$ cat config.mk
export PLATFORM = sky130hd
export DESIGN_NAME = spi_host_master
export DESIGN_NICKNAME = d
export VERILOG_FILES = /design/src/rtl/spi_host_master.sv
export SDC_FILE = /design/constraint.sdc
export NUM_CORES = 1
export LEC_CHECK = 0
export BUFFER_PORTS_ARGS = -buffer_cell sky130_fd_sc_hd__buf_2
export CAP_MARGIN = 20
export CORE_UTILIZATION = 65
export CTS_BUF_LIST = sky130_fd_sc_hd__clkbuf_4 sky130_fd_sc_hd__clkbuf_8
export DETAILED_ROUTE_END_ITERATION = 12
export GPL_TIMING_DRIVEN = 1
export PLACE_DENSITY = 0.95
export SKIP_LAST_GASP = 1
export SLEW_MARGIN = 20
export SYNTH_ARGS = -nofsm -noshare
export SYNTH_HDL_FRONTEND = slang
export SYNTH_SLANG_ARGS = --single-unit
$ cat constraint.sdc
create_clock -name clk -period 4.7 [get_ports clk]
set_clock_uncertainty 0.05 [all_clocks]
set_input_delay 0.47 -clock clk [delete_from_list [all_inputs] [get_ports clk]]
set_output_delay 0.47 -clock clk [all_outputs]
set_load 0.005 [all_outputs]
$ cat src/rtl/spi_host_master.sv
// SPI mode-0 host master for the MiST controller bus: one byte per request, MSB first,
// with three mutually exclusive active-low selects and a select-to-SCK setup guard.
module spi_host_master #(
    parameter int CLKDIV   = 4,
    parameter int CS_SETUP = 4
) (
    input  logic       clk,
    input  logic       reset,
    input  logic [1:0] cs_sel,
    input  logic       cs_en,
    input  logic [7:0] tx_data,
    input  logic       tx_req,
    output logic       busy,
    output logic [7:0] rx_data,
    output logic       rx_valid,
    output logic       spi_sck,
    output logic       spi_mosi,
    input  logic       spi_miso,
    output logic       spi_conf_data0_n,
    output logic       spi_ss2_n,
    output logic       spi_ss3_n
);

    typedef enum logic [1:0] {IDLE, LOW, HIGH, DONE} state_t;

    state_t     state, state_next;
    logic [7:0] div, div_next;
    logic [2:0] bit_cnt, bit_cnt_next;
    logic [7:0] tx_shift, tx_shift_next;
    logic [7:0] rx_shift, rx_shift_next;
    logic [7:0] guard, guard_next;
    logic [2:0] sel, sel_next, sel_dec;
    logic       sck_next, mosi_next, rx_valid_next;
    logic [7:0] rx_data_next;
    logic [1:0] miso_sync;

    // Select vector ordering is {conf_data0_n, ss2_n, ss3_n}.
    always_comb begin
        sel_dec = 3'b111;
        if (cs_en) begin
            case (cs_sel)
                2'd1:    sel_dec = 3'b011;
                2'd2:    sel_dec = 3'b101;
                2'd3:    sel_dec = 3'b110;
                default: sel_dec = 3'b111;
            endcase
        end
    end

    assign {spi_conf_data0_n, spi_ss2_n, spi_ss3_n} = sel;
    assign busy = (state == LOW) || (state == HIGH);

    always_comb begin
        state_next    = state;
        div_next      = div;
        bit_cnt_next  = bit_cnt;
        tx_shift_next = tx_shift;
        rx_shift_next = rx_shift;
        guard_next    = guard;
        sel_next      = sel;
        sck_next      = spi_sck;
        mosi_next     = spi_mosi;
        rx_valid_next = 1'b0;
        rx_data_next  = rx_data;

        case (state)
            IDLE: begin
                sck_next  = 1'b0;
                mosi_next = 1'b0;
                // A select change blocks starts until the guard has fully run down.
                if (sel_dec != sel) begin
                    sel_next   = sel_dec;
                    guard_next = 8'(CS_SETUP);
                end else begin
                    if (guard != 8'd0)
                        guard_next = guard - 8'd1;
                    if (tx_req && guard == 8'd0) begin
                        tx_shift_next = tx_data;
                        mosi_next     = tx_data[7];
                        div_next      = 8'd0;
                        bit_cnt_next  = 3'd0;
                        state_next    = LOW;
                    end
                end
            end
            LOW: begin
                if (div == 8'(CLKDIV - 1)) begin
                    div_next   = 8'd0;
                    sck_next   = 1'b1;
                    state_next = HIGH;
                end else begin
                    div_next = div + 8'd1;
                end
            end
            HIGH: begin
                if (div == 8'(CLKDIV - 1)) begin
                    div_next      = 8'd0;
                    sck_next      = 1'b0;
                    rx_shift_next = {rx_shift[6:0], miso_sync[1]};
                    if (bit_cnt == 3'd7) begin
                        rx_data_next  = {rx_shift[6:0], miso_sync[1]};
                        rx_valid_next = 1'b1;
                        mosi_next     = 1'b0;
                        state_next    = DONE;
                    end else begin
                        bit_cnt_next  = bit_cnt + 3'd1;
                        tx_shift_next = {tx_shift[6:0], 1'b0};
                        mosi_next     = tx_shift[6];
                        state_next    = LOW;
                    end
                end else begin
                    div_next = div + 8'd1;
                end
            end
            DONE: begin
                mosi_next  = 1'b0;
                state_next = IDLE;
                // The select is frozen here, so a chained request skips straight to LOW.
                if (tx_req && guard == 8'd0) begin
                    tx_shift_next = tx_data;
                    mosi_next     = tx_data[7];
                    div_next      = 8'd0;
                    bit_cnt_next  = 3'd0;
                    state_next    = LOW;
                end
            end
            default: state_next = IDLE;
        endcase
    end

    always_ff @(posedge clk or posedge reset) begin
        if (reset) begin
            state     <= IDLE;
            div       <= 8'd0;
            bit_cnt   <= 3'd0;
            tx_shift  <= 8'd0;
            rx_shift  <= 8'd0;
            guard     <= 8'd0;
            sel       <= 3'b111;
            spi_sck   <= 1'b0;
            spi_mosi  <= 1'b0;
            rx_valid  <= 1'b0;
            rx_data   <= 8'd0;
            miso_sync <= 2'b00;
        end else begin
            state     <= state_next;
            div       <= div_next;
            bit_cnt   <= bit_cnt_next;
            tx_shift  <= tx_shift_next;
            rx_shift  <= rx_shift_next;
            guard     <= guard_next;
            sel       <= sel_next;
            spi_sck   <= sck_next;
            spi_mosi  <= mosi_next;
            rx_valid  <= rx_valid_next;
            rx_data   <= rx_data_next;
            miso_sync <= {miso_sync[0], spi_miso};
        end
    end

endmodule
### Yosys cells after proc, flatten, opt, wreduce, memory -nomap -nowiden

Index checks and enable logic that the tools add are counted.

* $add $sub $neg: 3
* multiply operators: 0
* div/mod/pow operators: 0
* $lt $le $gt $ge: 0
* equality and inequality tests: 14
* shift operators: 0
* multiplexer cells: 36
* bitwise logic cells: 0
* reductions and logical operators: 17

Operator list (number)
* $mux 8: 9
* $pmux 8 s3: 2
* $pmux 3 s3: 2
* $mux 3: 5
* $mux 1: 10
* $mux 2: 5
* $add 8x1->8 const B: 1
* $eq 2x2->1 const B: 4
* $eq 8x2->1 const B: 1
* $logic_not 8->1: 1
* $pmux 2 s4: 1
* $reduce_and 2->1: 4
* $reduce_and 4->1: 2
* $reduce_bool 8->1: 1
* $sub 8x1->8 const B: 1
* $ne 2x2->1 const B: 3
* $pmux 1 s3: 2
* $reduce_and 3->1: 2
* $reduce_bool 3->1: 2
* $eq 2x1->1 const B: 2
* $ne 2x1->1 const B: 2
* $add 3x1->3 const B: 1
* $eq 3x3->1 const B: 1
* $ne 3x3->1: 1
* other kinds (5): 5

* flip-flop bits (word level): 52
* bits in latches: 0
* memory bits (writable): 0
* bits in read-only memories: 0
* input bits: 15
* output and inout port bits: 15
* logic and storage cells: 82
* memories: 0

### Depth between registers and ports, before layout

Gate-level depths: netlist of the first run.

* depth in word-level cells: 6
* depth in mapped cells: 8
* gate-level depth less buffers: 7

### Worst setup path after synthesis of the first run

OpenSTA, ideal clock, no wires.

* kind: register to register
* start point: register state[0]
* end point: register bit_cnt[0]
* library setup time: 0.125 ns
* data arrival time: 1.741 ns
* required time: 4.525 ns
* path slack: 2.784 ns
* cell stages (with the launch flop): 9
* path buffers: 2
* period minus slack after synthesis: 1.916 ns
* cells stage by stage: dfrtp_1 -> inv_1 -> ha_1 -> buf_6 -> or2b_2 -> o22ai_1 -> nand3b_1 -> buf_6 -> mux2_4

* word-level cells in the longest chain between the ends: 3
* elaborated cells on any way between the ends: 9
* classes of those cells: 5 x eq/ne; 1 x mux; 3 x reduce/logical

Ends and longest elaborated chain
* from (decl): line 26 `state_t state, state_next;`
* from (signal assigned): line 146 `state <= state_next;`
* $eq 2x2->1 / $logic_not 2->1 (equally long branches): line 66 `case (state)`
* $ne 2x2->1 (no line), or another cell as far along
* $reduce_and 4->1 (no line)
* to (signal assigned): line 148 `bit_cnt <= bit_cnt_next;`
* to (decl): line 28 `logic [2:0] bit_cnt, bit_cnt_next;`

Parallel ways exist; a longest one is shown, timed or not.
A chain may end at the register's enable or synchronous reset.

### Worst setup path in the final report of the first run

* start point: register state[0]
* end point: register tx_shift[0]

* word-level cells in the longest chain between the ends: 3
* elaborated cells on any way between the ends: 9
* classes of those cells: 5 x eq/ne; 1 x mux; 3 x reduce/logical

Ends and longest elaborated chain
* $eq 2x2->1 / $logic_not 2->1 (equally long branches): line 66
* $ne 2x2->1 (no line), or another cell as far along
* $reduce_and 4->1 (no line)
* to (signal assigned): line 149 `tx_shift <= tx_shift_next;`
* to (decl): line 29 `logic [7:0] tx_shift, tx_shift_next;`

Parallel ways exist; a longest one is shown, timed or not.

==> results.py, run 1 <==
metrics = {
    "floorplan": {
        "chipWidth_microns": 66.2,
        "dieArea_sq_um": 4380,
        "row_count": 22,
        "core-area_sq_um": 3800,
        "start_util_pct": 70.6,
        "die_h_microns": 66.2,
        "ios": 30,
    },
    "logic_synthesis": {
        "synth-async-reset-ratio_pct": 100,
        "ys_seq_elements": 51,
        "ys_seq_area_share_pct": 47.8,
        "netlist.area_leader.share_pct": 44.8,
        "syn_nets": 269,
        "synth_edf_count": 0,
        "yosys-top-cells-area": "dfrtp_1 (45%), mux2_2 (5.5%), nand2_1 (5.3%)",
        "syn_inst": 245,
        "synth_top_area_cell": "dfrtp_1",
        "syn_area_per_cell_sq_um": 10.9,
        "synth_top_flop_cell": "dfrtp_1",
        "yosysUniqueCellTypes": 57,
        "syn_area_sq_um": 2680,
        "synth_warnings": 0,
    },
    "finish": {
        "postLayoutCellArea_sq_um": 2960,
        "final_util_pct": 78.0,
        "finalNonFillerCells": 325,
        "area_growth_pct": 10.6,
        "layout.area.seq_sq_um": 1280,
        "multi_input_area_sq_um": 1320,
        "antenna_cells": 0,
        "drive_gt1_share_pct": 27.1,
        "fin_nets": 300,
        "nFillCells": 233,
    },
    "clocking": {
        "tritoncts": "yes",
        "clock-sinks": 51,
        "cts_root_buf": "clkbuf_8",
        "numCtsBuffers": 5,
        "clkTransAtPathRegs_ns": 0.09,
        "clock_latency_ns": 0.31,
        "cts-resized-gates": 0,
        "post-cts-setup-buffers": 0,
        "clock_path_buffers": 2,
        "cts_max_level": 2,
        "hold_buffers": 0,
    },
    "critical_path": {
        "startpoint": "state[0]$_DFFE_PP0P_",
        "path_class": "flip-flop to flip-flop",
        "regToRegStartpoint": "state[0]$_DFFE_PP0P_",
        "worstPathRequired_ns": 4.85,
        "critPathArrivalTime_ns": 2.97,
        "rr_worst_depth": 6,
        "worstSetupEndpoint": "tx_shift[0]$_DFFE_PP0P_",
        "cp_max_fo": 19,
        "startpoint_type": "flip-flop",
        "end_kind": "flip-flop",
        "r2r_slack_ns": 1.88,
        "rr_endpoint": "tx_shift[0]$_DFFE_PP0P_",
    },
    "global_routing": {
        "gr-total-overflow": 0,
        "antenna_found_initial": 0,
        "grt_use_total_pct": 28.6,
        "grt_pass1_vias": 2028,
        "grt_start_max_net_pins": 52,
        "grt_pass1_wl_microns": 9200,
    },
    "route": {
        "dr_total_vias": 1985,
        "wire_per_inst_microns": 16.5,
        "via_per_inst": 6.11,
        "route.detailed.drc": 0,
        "drt-total-wl_microns": 5350,
        "antenna_left": 0,
        "drtPass1Iterations": 4,
        "drt_iter0_drc": 224,
    },
    "power": {
        "p_leak_nw": 1.44,
        "p_comb_share_pct": 45.1,
        "p_per_area_nw_per_um2": 631,
        "ir_drop_mv": 0.401,
        "power_switching_uw": 733,
        "intPower_mw": 1.14,
        "seqPwrFrac_pct": 37.7,
        "p_sw_share_pct": 39.2,
        "power.total_mw": 1.87,
        "power_frac_clock_pct": 17.2,
    },
    "sta": {
        "fin_setup_tns_ns": 0,
        "setup_violations": 0,
        "max_freq_mhz": 354,
        "finalHoldViolCount": 0,
        "grt_setup_unrepaired": "false",
        "min_period_ns": 2.82,
        "fin_crit_sh_pct": 60.0,
        "slew_violations": 0,
        "slew_headroom_pct": 43.2,
        "worst_pin_slew_ns": 0.851,
    },
    "min_path": {
        "hold_path.class": "input port to flip-flop",
    },
    "placed_design": {
        "placedCellCount": 317,
        "dpl_cell_area_sq_um": 2840,
        "portBuffers": 29,
        "dp_hpwl_microns": 3800,
        "place_congestion": 0.844,
    },
    "flow_run": {
        "drv_cap": 0,
    },
    "status": {
        "outcome": "complete, no violations",
    },
}
[power by group through the flow]
stage          Sequential (mW)  Clock [mW]  Combinational (mW)
2_1_floorplan            0.681           0               0.671
3_3_place_gp             0.700           0               0.790
3_5_place_dp             0.707           0               0.830
4_1_cts                  0.702       0.326               0.844
5_1_grt                  0.724       0.345               0.932
6_report                 0.704       0.322               0.844
[worst min path at each step]
stage	cells past startpoint	end	startpoint	slack, ns
floorplan	0	miso_sync[1]$_DFF_PP0_	miso_sync[0]$_DFF_PP0_	0.28
global placement	0	miso_sync[1]$_DFF_PP0_	miso_sync[0]$_DFF_PP0_	0.28
detailed placement	0	miso_sync[1]$_DFF_PP0_	miso_sync[0]$_DFF_PP0_	0.28
CTS	1	miso_sync[0]$_DFF_PP0_	spi_miso	0.20
global route	1	miso_sync[0]$_DFF_PP0_	spi_miso	0.19
finish	1	miso_sync[0]$_DFF_PP0_	spi_miso	0.21
[through the flow]
| stage | setup WS [ns] | hold slack, ns |
|---|---|---|
| global route | 1.71 | 0.193 |
| detailed placement | 1.85 | 0.285 |
| CTS | 1.87 | 0.202 |
| floorplan | 2.78 | 0.281 |
| finish | 1.88 | 0.207 |
| global placement | 2.05 | 0.284 |
[synthesized netlist by cell type, types with 3 or more instances]
cell type,count
a21oi_1,6
nand4_1,5
dfstp_2,3
nor3_1,3
nand2_1,38
buf_6,3
nand3_1,7
mux2_2,13
o21ai_0,12
nor2_1,21
mux2_4,8
a21o_1,3
ha_1,9
dfrtp_1,48
xor2_1,4
inv_1,10
mux2i_1,3
[critical path, stage by stage (launching register included)]
cell and delay [ns]:
dfrtp_1 0.45, inv_1 0.14, ha_1 0.58, or2b_2 0.35, o22ai_1 0.14, nand3b_1 0.51
mux2_4 0.49
[state kept, by name, indices dropped and copies added, names as in the netlist, 2 cells and up]
register   count
state          2
guard          8
sel            3
miso_sync      2
div            8
bit_cnt        3
rx_data        8
rx_shift       7
tx_shift       7
[area by class of cell]
type,instances,share of cell area [%]
timing repair buffer,29,4.90
tap,48,2.03
multi-input combinational,179,44.5
clock buffer,6,2.79
clock inverter,2,1.31
inverter,10,1.31
sequential,51,43.2
[metal layers]
metal / vias to the layer above / global-route usage (%) / wire length, microns
met1: 982 / 34.6 / 2260
met2: 52 / 48.5 / 2750
met4: 0 / 13.3 / 125
met5: - / 0 / 0
li1: 935 / - / -
met3: 16 / 6.03 / 210
[logic make-up (layout without fill, tap and decap cells)]
family / Yosys count / after routing / share of synthesized area (%)
adders and majority gates: 9 / 9 / 4.20
buffers and inverters: 15 / 47 / 3.08
AOI/OAI and AO/OA: 43 / 43 / 12.7
DFF: 51 / 51 / 47.8
and+or+nand+nor: 97 / 97 / 19.3
xor gates and xnor gates: 6 / 6 / 1.96
muxes: 24 / 24 / 11.1
[cells in the final DEF (no fill, tap or decap), types with 2 or more instances in the layout]
master | Yosys | layout
o21ai_0 | 12 | 12
nor2b_1 | 2 | 2
o22a_1 | 2 | 2
clkbuf_8 | 0 | 6
and3_1 | 2 | 2
a21oi_1 | 6 | 6
and2b_2 | 2 | 2
nand2_1 | 38 | 38
mux2i_1 | 3 | 3
inv_1 | 10 | 9
nand4_1 | 5 | 5
buf_2 | 0 | 29
o31ai_1 | 2 | 2
a21o_1 | 3 | 3
mux2_4 | 8 | 8
o22ai_1 | 2 | 2
nor2_1 | 21 | 21
nand3b_1 | 2 | 2
mux2_2 | 13 | 13
xnor2_1 | 2 | 2
xor2_1 | 4 | 4
ha_1 | 9 | 9
dfrtp_1 | 48 | 48
nor3_1 | 3 | 3
dfstp_2 | 3 | 3
nand3_1 | 7 | 7
o21a_1 | 2 | 2
Power figures use the tool's default switching activity.
==> inputs of run 2 (changes only) <==
--- a/config.mk
+++ b/config.mk
@@ -5,13 +5,14 @@
 export SDC_FILE = /design/constraint.sdc
 export NUM_CORES = 1
 export LEC_CHECK = 0
+export ABC_AREA = 1
 export BUFFER_PORTS_ARGS = -buffer_cell sky130_fd_sc_hd__buf_2
 export CAP_MARGIN = 20
-export CORE_UTILIZATION = 65
+export CORE_UTILIZATION = 61
 export CTS_BUF_LIST = sky130_fd_sc_hd__clkbuf_4 sky130_fd_sc_hd__clkbuf_8
 export DETAILED_ROUTE_END_ITERATION = 12
 export GPL_TIMING_DRIVEN = 1
-export PLACE_DENSITY = 0.95
+export PLACE_DENSITY = 0.93
 export SKIP_LAST_GASP = 1
 export SLEW_MARGIN = 20
 export SYNTH_ARGS = -nofsm -noshare
==> constraint.sdc (replaced) <==
create_clock -name clk -period 2.9 [get_ports clk]
set_clock_uncertainty 0.05 [all_clocks]
set_input_delay 0.29 -clock clk [delete_from_list [all_inputs] [get_ports clk]]
set_output_delay 0.29 -clock clk [all_outputs]
set_load 0.005 [all_outputs]
==> run 2 against run 1 <==
- synthesized cell count grew 39%
- maximum frequency grew 36%
- via count grew 16%
- register-to-register slack lost 1.0 ns
- sequential cell count is the same
- worst setup slack lost 1.0 ns
- critical endpoint is now rx_data[6]$_DFFE_PP0P_
==> results.py, run 2 <==
metrics = {
    "logic_synthesis": {
        "syn_area_sq_um": 2750,
        "netlist.area_leader.share_pct": 43.6,
        "yosysUniqueCellTypes": 30,
        "yosys-top-cells-count": "nand2_1 (113), dfrtp_1 (48), inv_1 (37)",
        "synth_top_flop_cell": "dfrtp_1",
        "ys_seq_elements": 51,
        "ys_seq_area_share_pct": 46.5,
        "synth_top_area_cell": "dfrtp_1",
        "synth-async-reset-ratio_pct": 100,
        "synth_most_common_cell": "nand2_1",
        "synth_warnings": 0,
        "syn_area_per_cell_sq_um": 8.07,
        "syn_nets": 365,
        "yosys-top-cells-area": "dfrtp_1 (44%), nand2_1 (15%), nand3_1 (5.1%)",
        "synth_edf_count": 0,
        "syn_inst": 341,
    },
    "critical_path": {
        "critPathArrivalTime_ns": 2.21,
        "cp_num_cells": 7,
        "end_kind": "flip-flop",
        "cpMaxStageDelayCell": "dfrtp_1",
        "slowest_delay_ns": 0.45,
        "critPathBufInv": 2,
        "crit_path_frequent_cell": "inv_1",
        "path_cells": "inv_1 > ha_1 > inv_1 > nor2_4 > nand2_2 > nand2_1 > o21ai_2",
        "worstPathRequired_ns": 3.04,
        "crit_family": "simple AND/OR/NAND/NOR gates",
        "startpoint_type": "flip-flop",
        "rr_worst_depth": 7,
        "path_class": "flip-flop to flip-flop",
        "cp_max_fo": 15,
    },
    "floorplan": {
        "core-area_sq_um": 4350,
        "row_count": 24,
        "dieArea_sq_um": 4790,
        "ios": 30,
        "start_util_pct": 63.2,
        "die_h_microns": 69.2,
        "chipWidth_microns": 69.2,
    },
    "clocking": {
        "hold_buffers": 0,
        "cts-resized-gates": 0,
        "post-cts-setup-buffers": 0,
        "cts_root_buf": "clkbuf_8",
        "cts_max_level": 2,
        "clock-sinks": 51,
        "clock_path_buffers": 2,
        "numCtsBuffers": 5,
        "tritoncts": "yes",
        "clkTransAtPathRegs_ns": 0.10,
        "clock_latency_ns": 0.31,
    },
    "power": {
        "power_frac_clock_pct": 18.1,
        "intPower_mw": 1.58,
        "seqPwrFrac_pct": 37.8,
        "p_sw_share_pct": 44.0,
        "p_leak_nw": 1.62,
        "power_switching_mw": 1.24,
        "ir_drop_mv": 0.473,
        "p_per_area_nw_per_um2": 931,
        "p_comb_share_pct": 44.1,
    },
    "finish": {
        "nFillCells": 321,
        "area_growth_pct": 10.1,
        "multi_input_area_sq_um": 1270,
        "layout_common_cells": "nand2_1 (113), dfrtp_1 (48), inv_1 (36)",
        "final_common_cell": "nand2_1",
        "antenna_cells": 0,
        "top_regs": "div (8), guard (8), rx_data (8)",
        "layout.area.seq_sq_um": 1280,
        "final_util_pct": 69.6,
        "fin_nets": 394,
        "drive_gt1_share_pct": 20.2,
    },
    "placed_design": {
        "place_congestion": 0.814,
        "dp_hpwl_microns": 3690,
        "portBuffers": 29,
    },
    "route": {
        "drtPass1Iterations": 7,
        "wire_per_inst_microns": 12.6,
        "via_per_inst": 5.45,
        "drt-total-wl_microns": 5350,
        "antenna_left": 0,
        "dr_total_vias": 2305,
        "drt_iter0_drc": 165,
        "route.detailed.drc": 0,
    },
    "flow_run": {
        "drv_cap": 0,
    },
    "sta": {
        "fin_crit_sh_pct": 71.4,
        "grt_setup_unrepaired": "false",
        "worst_pin_slew_ns": 0.851,
        "slew_headroom_pct": 43.3,
        "slew_violations": 0,
        "finalHoldViolCount": 0,
        "fin_setup_tns_ns": 0,
        "max_freq_mhz": 483,
        "setup_violations": 0,
        "min_period_ns": 2.07,
    },
    "global_routing": {
        "grt_pass1_wl_microns": 9220,
        "grt_start_max_net_pins": 52,
        "grt_pass1_vias": 2186,
        "grt_use_total_pct": 23.8,
        "gr-total-overflow": 0,
        "antenna_found_initial": 0,
    },
    "min_path": {
        "hold_depth": 1,
        "hold_path.class": "input port to flip-flop",
    },
    "status": {
        "outcome": "complete, no violations",
    },
}
[run 2: cells by family after synthesis]
kind of cell / count (synthesis) / synth area share [%]
xor+xnor: 3 / 0.955
simple gates: 196 / 32.8
flops: 51 / 46.5
fa+ha+maj: 9 / 4.09
compound gates: 34 / 8.18
buf+inv: 48 / 7.45
[run 2: per-stage QoR]
| step | std cells | power (mW) | worst slack, ns | cell area [sq um] | hold WS (ns) |
|---|---|---|---|---|---|
| final | 423 | 2.82 | 0.829 | 3030 | 0.0348 |
| after global routing | 423 | 3.04 | 0.598 | 3030 | 0.0108 |
| after CTS | 423 | 2.83 | 0.846 | 3030 | 0.0236 |
| after detailed placement | 415 | 2.30 | 0.868 | 2920 | 0.292 |
| after global placement | 415 | 2.24 | 1.02 | 2920 | 0.283 |
| after floorplan | 341 | 2.07 | 1.19 | 2750 | 0.271 |
[run 2: power by group through the flow]
stage	Combinational, mW	Sequential, mW	Clock (mW)
detailed placement	1.22	1.08	0
global route	1.40	1.09	0.548
CTS	1.24	1.06	0.519
finish	1.24	1.07	0.510
global placement	1.18	1.07	0
floorplan	1.03	1.04	0
[run 2: area by class of cell]
| type | instances | share of cell area (%) |
|---|---|---|
| Inverter | 40 | 4.99 |
| Clock inverter | 3 | 1.53 |
| Tap cell | 52 | 2.15 |
| Timing Repair Buffer | 30 | 5.04 |
| Multi-Input combinational cell | 242 | 41.8 |
| Sequential cell | 51 | 42.2 |
| Clock buffer | 5 | 2.27 |
[run 2: final timing paths]
path,end,slack (ns),from
max,rx_data[6]$_DFFE_PP0P_,0.83,state[0]$_DFFE_PP0P_
min,miso_sync[0]$_DFF_PP0_,0.03,spi_miso
max reg2reg,rx_data[6]$_DFFE_PP0P_,0.83,state[0]$_DFFE_PP0P_
min reg2reg,miso_sync[1]$_DFF_PP0_,0.31,miso_sync[0]$_DFF_PP0_
max in group asynchronous,tx_shift[0]$_DFFE_PP0P_,2.22,reset
min in group asynchronous,rx_shift[6]$_DFFE_PP0N_,0.05,reset
[run 2: worst reg2reg max path, stage by stage, from the launching register on]
cell	delay [ns]
dfrtp_1	0.45
inv_1	0.15
ha_1	0.29
inv_1	0.19
nor2_4	0.31
nand2_2	0.27
nand2_1	0.17
o21ai_2	0.07
[run 2: metal layers]
layer	wire length (microns)	part of all wire [%]	track usage (%)	vias to the layer above
li1	-	-	-	1145
met1	2350	44	30.1	1085
met2	2700	51	40.2	70
met3	248	4.6	5.09	5
met4	42	0.79	8.62	0
met5	0	0	0	-
